## src/rtl/hazard_controller.sv

```systemverilog
// hazard_controller: pipeline stall/bubble/flush controller for the five-stage core.
// Covers load-use hazards, taken branches, and instruction/data memory wait states.
// A watchdog counts data-memory wait cycles and sets a sticky flag once the
// count reaches MEM_TIMEOUT.
// Optional feature macro: HAZARD_PERF_CNT_EN adds the stall-cycle and
// branch-flush performance counters. When it is undefined, both outputs are 0.
//
// Writeback source encoding on id_ex_data_dest_i is 00=ALU, 01=MEM, 10=PC.
module hazard_controller #(
    parameter int unsigned MEM_TIMEOUT = 16
) (
    input  logic        clk_i,
    input  logic        rst_i,
    input  logic [4:0]  reg_addr1_i,
    input  logic [4:0]  reg_addr2_i,
    input  logic        rs1_used_i,
    input  logic        rs2_used_i,
    input  logic [4:0]  id_ex_reg_wr_addr_i,
    input  logic        id_ex_reg_wr_sig_i,
    input  logic [1:0]  id_ex_data_dest_i,
    input  logic        branch_taken_i,
    input  logic        imem_ready_i,
    input  logic        dmem_req_i,
    input  logic        dmem_ready_i,
    output logic        pc_stall_o,
    output logic        if_id_stall_o,
    output logic        if_id_flush_o,
    output logic        id_ex_stall_o,
    output logic        id_ex_bubble_o,
    output logic        ex_mem_stall_o,
    output logic        mem_wb_bubble_o,
    output logic        mem_wait_o,
    output logic        mem_timeout_o,
    output logic [31:0] stall_cycles_o,
    output logic [31:0] flush_count_o
);

    localparam logic [1:0] DEST_MEM    = 2'b01;
    localparam logic [7:0] TIMEOUT_CNT = 8'(MEM_TIMEOUT);

    typedef enum logic {
        RUN      = 1'b0,
        MEM_WAIT = 1'b1
    } state_t;

    state_t     state_q, state_d;
    logic [7:0] wait_cnt_q, wait_cnt_d;
    logic       mem_wait_q, mem_wait_d;
    logic       mem_timeout_q, mem_timeout_d;

    logic       load_use;
    logic       mem_stall;
    logic       branch_flush;

    // A load in ID/EX whose rd (not x0) is read by the decode instruction.
    assign load_use = id_ex_reg_wr_sig_i
                   && (id_ex_data_dest_i == DEST_MEM)
                   && (id_ex_reg_wr_addr_i != 5'd0)
                   && (((id_ex_reg_wr_addr_i == reg_addr1_i) && rs1_used_i)
                    || ((id_ex_reg_wr_addr_i == reg_addr2_i) && rs2_used_i));

    // The data memory has not finished the access that EX/MEM is waiting on.
    assign mem_stall = dmem_req_i && !dmem_ready_i;

    // Prioritised pipeline controls. Only the highest active cause drives outputs.
    always_comb begin
        pc_stall_o      = 1'b0;
        if_id_stall_o   = 1'b0;
        if_id_flush_o   = 1'b0;
        id_ex_stall_o   = 1'b0;
        id_ex_bubble_o  = 1'b0;
        ex_mem_stall_o  = 1'b0;
        mem_wb_bubble_o = 1'b0;
        branch_flush    = 1'b0;
        if (!rst_i) begin
            if (mem_stall) begin
                // EX is frozen, so a branch resolved there must wait.
                pc_stall_o      = 1'b1;
                if_id_stall_o   = 1'b1;
                id_ex_stall_o   = 1'b1;
                ex_mem_stall_o  = 1'b1;
                mem_wb_bubble_o = 1'b1;
            end else if (branch_taken_i) begin
                // The PC runs free so that it loads the branch target.
                if_id_flush_o  = 1'b1;
                id_ex_bubble_o = 1'b1;
                branch_flush   = 1'b1;
            end else if (load_use) begin
                // One bubble is enough: the NOP then occupies ID/EX.
                pc_stall_o     = 1'b1;
                if_id_stall_o  = 1'b1;
                id_ex_bubble_o = 1'b1;
            end else if (!imem_ready_i) begin
                pc_stall_o    = 1'b1;
                if_id_flush_o = 1'b1;
            end
        end
    end

    // Next state for the wait FSM, the watchdog counter and the registered flags.
    always_comb begin
        state_d    = state_q;
        wait_cnt_d = 8'd0;
        case (state_q)
            RUN: begin
                if (mem_stall) begin
                    state_d    = MEM_WAIT;
                    wait_cnt_d = 8'd1;
                end
            end
            MEM_WAIT: begin
                if (!mem_stall) begin
                    state_d    = RUN;
                    wait_cnt_d = 8'd0;
                end else if (wait_cnt_q >= TIMEOUT_CNT) begin
                    wait_cnt_d = TIMEOUT_CNT;
                end else begin
                    wait_cnt_d = wait_cnt_q + 8'd1;
                end
            end
            default: begin
                state_d    = RUN;
                wait_cnt_d = 8'd0;
            end
        endcase
        mem_wait_d    = (state_d == MEM_WAIT);
        mem_timeout_d = mem_timeout_q || (wait_cnt_d == TIMEOUT_CNT);
    end

    // FSM state, watchdog and registered status outputs.
    always_ff @(posedge clk_i) begin
        if (rst_i) begin
            state_q       <= RUN;
            wait_cnt_q    <= 8'd0;
            mem_wait_q    <= 1'b0;
            mem_timeout_q <= 1'b0;
        end else begin
            state_q       <= state_d;
            wait_cnt_q    <= wait_cnt_d;
            mem_wait_q    <= mem_wait_d;
            mem_timeout_q <= mem_timeout_d;
        end
    end

    assign mem_wait_o    = mem_wait_q;
    assign mem_timeout_o = mem_timeout_q;

`ifdef HAZARD_PERF_CNT_EN
    logic [31:0] stall_cycles_q, stall_cycles_d;
    logic [31:0] flush_count_q, flush_count_d;

    // Counter increments; both wrap naturally at 2^32.
    always_comb begin
        stall_cycles_d = stall_cycles_q + {31'd0, pc_stall_o};
        flush_count_d  = flush_count_q + {31'd0, branch_flush};
    end

    // Performance counter registers.
    always_ff @(posedge clk_i) begin
        if (rst_i) begin
            stall_cycles_q <= 32'd0;
            flush_count_q  <= 32'd0;
        end else begin
            stall_cycles_q <= stall_cycles_d;
            flush_count_q  <= flush_count_d;
        end
    end

    assign stall_cycles_o = stall_cycles_q;
    assign flush_count_o  = flush_count_q;
`else
    logic unused_branch_flush;
    assign unused_branch_flush = branch_flush;
    assign stall_cycles_o      = 32'd0;
    assign flush_count_o       = 32'd0;
`endif

endmodule

```

## config.mk

```make
export PLATFORM = sky130hd
export DESIGN_NAME = hazard_controller
export DESIGN_NICKNAME = d
export VERILOG_FILES = /design/src/rtl/hazard_controller.sv
export SDC_FILE = /design/constraint.sdc
export NUM_CORES = 1
export LEC_CHECK = 0
export CAP_MARGIN = 20
export CORE_MARGIN = 2
export CORE_UTILIZATION = 30
export CTS_CLUSTER_DIAMETER = 30
export CTS_CLUSTER_SIZE = 8
export DETAILED_ROUTE_END_ITERATION = 8
export GPL_ROUTABILITY_DRIVEN = 0
export PLACE_DENSITY = 0.91
export SLEW_MARGIN = 25
export SYNTH_ARGS = -nofsm -noshare
export SYNTH_HDL_FRONTEND = slang
export SYNTH_SLANG_ARGS = --single-unit
```

## constraint.sdc

```tcl
create_clock -name clk_i -period 1.85 [get_ports clk_i]
set_clock_uncertainty 0.2 [all_clocks]
set_input_delay 0.37 -clock clk_i [delete_from_list [all_inputs] [get_ports clk_i]]
set_output_delay 0.37 -clock clk_i [all_outputs]
set_load 0.05 [all_outputs]
```

Word-level counts from Yosys, hierarchy flattened
Cells that the tools add are included.
Widths: inputs -> output; s select.
- register bits: 10
- bits of input ports: 26
- output and inout port bits: 73
- logic and storage cells: 42
- add/sub/neg operators: 1
- order comparisons: 1
- eq/ne operators: 4
- muxes and demuxes: 22
- bitwise logic cells: 1
- reduce and logical (&&, ||, !) cells: 10
- operators by type and width (cell ; count):
    $mux 1 ; 19
    $mux 8 ; 2
    $pmux 8 s2 ; 1
    $eq 5x5->1 ; 2
    $add 8x1->8 const B ; 1
    $eq 8x5->1 const B ; 1
    $ge 8x5->1 const B ; 1
    $logic_and 1x1->1 ; 6
    $reduce_bool 5->1 ; 1
    $eq 2x1->1 const B ; 1
    $logic_or 1x1->1 ; 2
    $logic_not 1->1 ; 1
    $not 1->1 ; 1

Depth between registers and ports, before layout
- depth in word-level cells: 8
- depth in mapped cells: 5
- mapped depth without buffers: 5

Least setup slack after synthesis
Ideal clock, no wire load.
- path type: input -> output
- start point: input port id_ex_reg_wr_addr_i[3]
- end point: output port id_ex_bubble_o
- arrival: 2.060 ns
- required time: 1.280 ns
- slack: -0.780 ns
- cell stages on the path: 4
- buffers on the path: 0
- cells stage by stage: xor2_1 nor4_1 a32oi_1 o21ai_0
- cells in the longest elaborated chain, start to end: 8
- elaborated cells on any way between the ends: 12
- those cells by class: eq/ne (2); mux (4); reduce/logical (6)
- RTL lines (element ; line ; text):
    start: declaration ; 18 ; input logic [4:0] id_ex_reg_wr_addr_i,
    $eq 5x5->1, on equally long branches ; 59, 60 ;
    $logic_and 1x1->1, on equally long branches ; 59, 60 ;
    $logic_or 1x1->1 ; 60 ; || ((id_ex_reg_wr_addr_i == reg_addr2_i) && rs2_used_i));
    $logic_and 1x1->1 * ; 59 ; && (((id_ex_reg_wr_addr_i == reg_addr1_i) && rs1_used_i)
    $mux 1 * ; 88 ; end else if (load_use) begin
    $mux 1 * ; 83 ; end else if (branch_taken_i) begin
    $mux 1 * ; 76 ; if (mem_stall) begin
    $mux 1 * ; 75 ; if (!rst_i) begin
    end: declaration ; 29 ; output logic id_ex_bubble_o,
Mark *: on every way between the ends. The rest lies on a longest branch, timed or not.

Final worst setup path
- start point: input port rs1_used_i
- end point: output port if_id_flush_o
- cells in the longest elaborated chain, start to end: 7
- RTL lines (element ; line ; text):
    start: declaration ; 16 ; input logic rs1_used_i,
    $logic_and 1x1->1 ; 59 ;
    $logic_or 1x1->1 ; 60 ;
    $logic_and 1x1->1 ; 59 ;
    $mux 1 ; 88 ;
    $mux 1 ; 83 ;
    $mux 1 ; 76 ;
    $mux 1 ; 75 ;
    end: declaration ; 27 ; output logic if_id_flush_o,
No other way between the ends.

==> summary.txt <==
Final layout
  • Final std cells w/o fill: between 200 and 250
  • ANT cells: 0
  • Final net count: 208
  • Area growth syn-to-layout: 40.41%
  • Share of cells above drive strength 1: 0.2682

Setup path
  • Critical Path AT: 1.58 ns
  • Setup Crit Path Kind: in2out
  • CP Launch Type: primary input
  • Crit-path max FO: 2
  • Critical Path RT: between 1 and 1.5 ns
  • CP Capture Type: output port

Routing
  • 1st-iter DRT viols: 7
  • Via count: 794
  • Wire per inst: 8.813 microns
  • Drt first pass iters: 4
  • DRC viols: 0
  • DRT Wirelength: just under 2000 microns
  • Via/cell ratio: between 3 and 4
  • ANT nets after route: 0

Die
  • Die Height: 62.80 microns
  • IO Pins: 99
  • Die ar.: 3944 sq um
  • Initial Utilization: 0.3108
  • Core Footprint: 3337 sq um
  • # rows: 21
  • Chip width: 62.80 microns

Clocking
  • # H-tree levels: 1
  • CTS tree: done
  • Clock sink count: 10
  • CTS root buf: clkbuf_4
  • Worst skew pair latency: 0.26 ns
  • TritonCTS buffer count: 3
  • Clock Path Buffers: 2
  • Reg clk slew, reported paths: ~0.070 ns

Power
  • Sw Share: 0.5029
  • Clock network fraction of design power: 0.212
  • Peak VDD IR: 0.3325 mV
  • Seq pwr share: 0.248
  • Pwr Density: 622.5 nW/um^2
  • Cell Int Power: 0.4507 mW
  • Switch Pwr: approximately 0.46 mW
  • Combinational Power Share: 0.540
  • Leak pwr: between 0.7 and 0.8 nW
  • Final Power: 0.9067 mW

Timing
  • Tcrit/Tclk final: 1.163
  • Max Freq: 464.9 MHz
  • Worst Tran Pin Value: a little over 0.6 ns
  • RSZ-0062 raised after global routing: true
  • Fin. Hold Viols: 0
  • Final min period: 2.151 ns
  • Final setup fails: 4
  • Max-slew violation count: 0
  • Final setup margin: -0.3010 ns
  • Relative slew slack: 0.5814
  • Final hold slack: 0.3114 ns

Global routing
  • Residual overflow from global routing: 0
  • Number of global-route vias before repair: approximately 750
  • GRT Resource Usage Total: 0.1035
  • First-pass GRT wire length: 3325 microns
  • Initial antenna violation count: 0
  • Largest net degree at the start of global routing: 7

Yosys
  • Synth Area per Inst: around 7.9 sq um
  • Mapped Cells: between 100 and 150
  • Seq/Total Area, Yosys: 0.1930
  • Area of the mapped netlist: approximately 1000 sq um
  • Synth Warn #: 0
  • Synth Register Bits: 10
  • Netlist cell types: 22

Placed design
  • Post-DP HPWL: 1662 microns
  • Port Buffer Count: 34
  • Setup WS pre-CTS: -0.8169 ns
  • Placed Cells: 219

Status
  • Violated checks: setup timing
  • Status: finished with violations

Hold path
  • HP Class: reg2reg

Job
  • Max-Cap Viols: 0
Yosys cell counts:
cell type | n | area (sq um)
xnor2_1 | 3 | 26.28
inv_1 | 5 | 18.77
and2_0 | 1 | 6.260
nand2_1 | 6 | 22.52
a31oi_1 | 1 | 6.260
nor3_1 | 1 | 5.000
xor2_1 | 9 | 78.83
dfxtp_1 | 10 | 200.2
o221a_1 | 1 | 11.26
a32oi_1 | 1 | 8.760
ha_1 | 2 | 25.02
o31ai_1 | 1 | 7.510
conb_1 | 1 | 3.750
nand3b_1 | 1 | 7.510
a21oi_1 | 4 | 20.02
nor2_1 | 7 | 26.28
buf_4 | 66 | 495.5
nand3_1 | 3 | 15.01
nor4_1 | 3 | 18.77
o21ai_0 | 3 | 15.01
nand2b_1 | 2 | 12.51
nor2b_1 | 1 | 6.260
cells in the final DEF, fill, tap and decap left out, drive strengths merged, types with 2 or more instances in the layout:
master         count
a21oi              4
buf               28
clkbuf             5
clkdlybuf4s15      4
clkdlybuf4s50      4
conb              67
dfxtp             10
dlygate4sd2        5
ha                 2
inv                4
nand2              6
nand2b             2
nand3              3
nor2               7
nor4               3
o21ai              3
xnor2              3
xor2               9
per-layer routing:
metal,share of wire,vias up,routed length (microns),track usage
li1,-,379,-,-
met1,0.34,355,679,0.1059
met2,0.55,52,1097,0.1922
met3,0.077,8,152,0.02162
met4,0.027,0,54,0.06111
met5,0,-,0,0
power groups by stage:
| stage | Sequential, mW | Clock, mW | Combinational, mW |
|---|---|---|---|
| after CTS | 0.225 | 0.197 | 0.485 |
| final | 0.225 | 0.192 | 0.490 |
| after floorplan | 0.233 | 0 | 0.468 |
| after global placement | 0.229 | 0 | 0.477 |
| after detailed placement | 0.230 | 0 | 0.481 |
| after global routing | 0.226 | 0.213 | 0.509 |
critical path, cell delays in order:
cell	delay, ns
clkdlybuf4s50_1	0.41
and2_4	0.14
a32oi_2	0.27
o221a_4	0.25
buf_12	0.13
registers in the layout, summed over array words and instances (netlist names):
register,flops
mem_timeout_o,1
wait_cnt_q,8
mem_wait_o,1
cells by family (layout without fill, tap and decap cells):
kind of cell | after synthesis | in the layout | synth area share
flops | 10 | 10 | 0.1930
fa+ha+maj | 2 | 2 | 0.02412
compound gates | 11 | 11 | 0.06635
xor+xnor | 12 | 12 | 0.1013
other cells | 1 | 67 | 0.003615
buf+inv | 71 | 52 | 0.4958
simple gates | 25 | 25 | 0.1158
path summary, 6_finish.rpt:
check	startpoint	endpoint	slack, ns	cells past startpoint
max	rs1_used_i	if_id_flush_o	-0.30	5
min reg2reg	mem_timeout_o	mem_timeout_o	0.31	2
min	mem_timeout_o	mem_timeout_o	0.31	2
max reg2reg	wait_cnt_q[4]	mem_timeout_o	0.21	4
metrics by stage:
step	util	TNS [ns]	instance area, sq um
4_1_cts	0.4376	-1.333	1460
3_5_place_dp	0.4139	-3.919	1381
6_report	0.4364	-1.188	1456
5_1_grt	0.4364	-1.410	1456
2_1_floorplan	-	-0.6777	1356
3_3_place_gp	0.4139	-3.767	1381
layout make-up:
type	count	area (sq um)
clock buffers	4	36.28
fillers	317	1881
inverters	5	22.52
multi-input cells	117	671.9
flip-flops and latches	10	200.2
well taps	46	57.56
repair buffers	43	467.9
timing repair:
action,4_1_cts,5_1_grt
hold buffers,0,0
endpoints found under the setup margin,7,7
setup buffers,3,0
pin swaps,12,5
gates resized for setup,61,10
(Power assumes the default switching activity.)
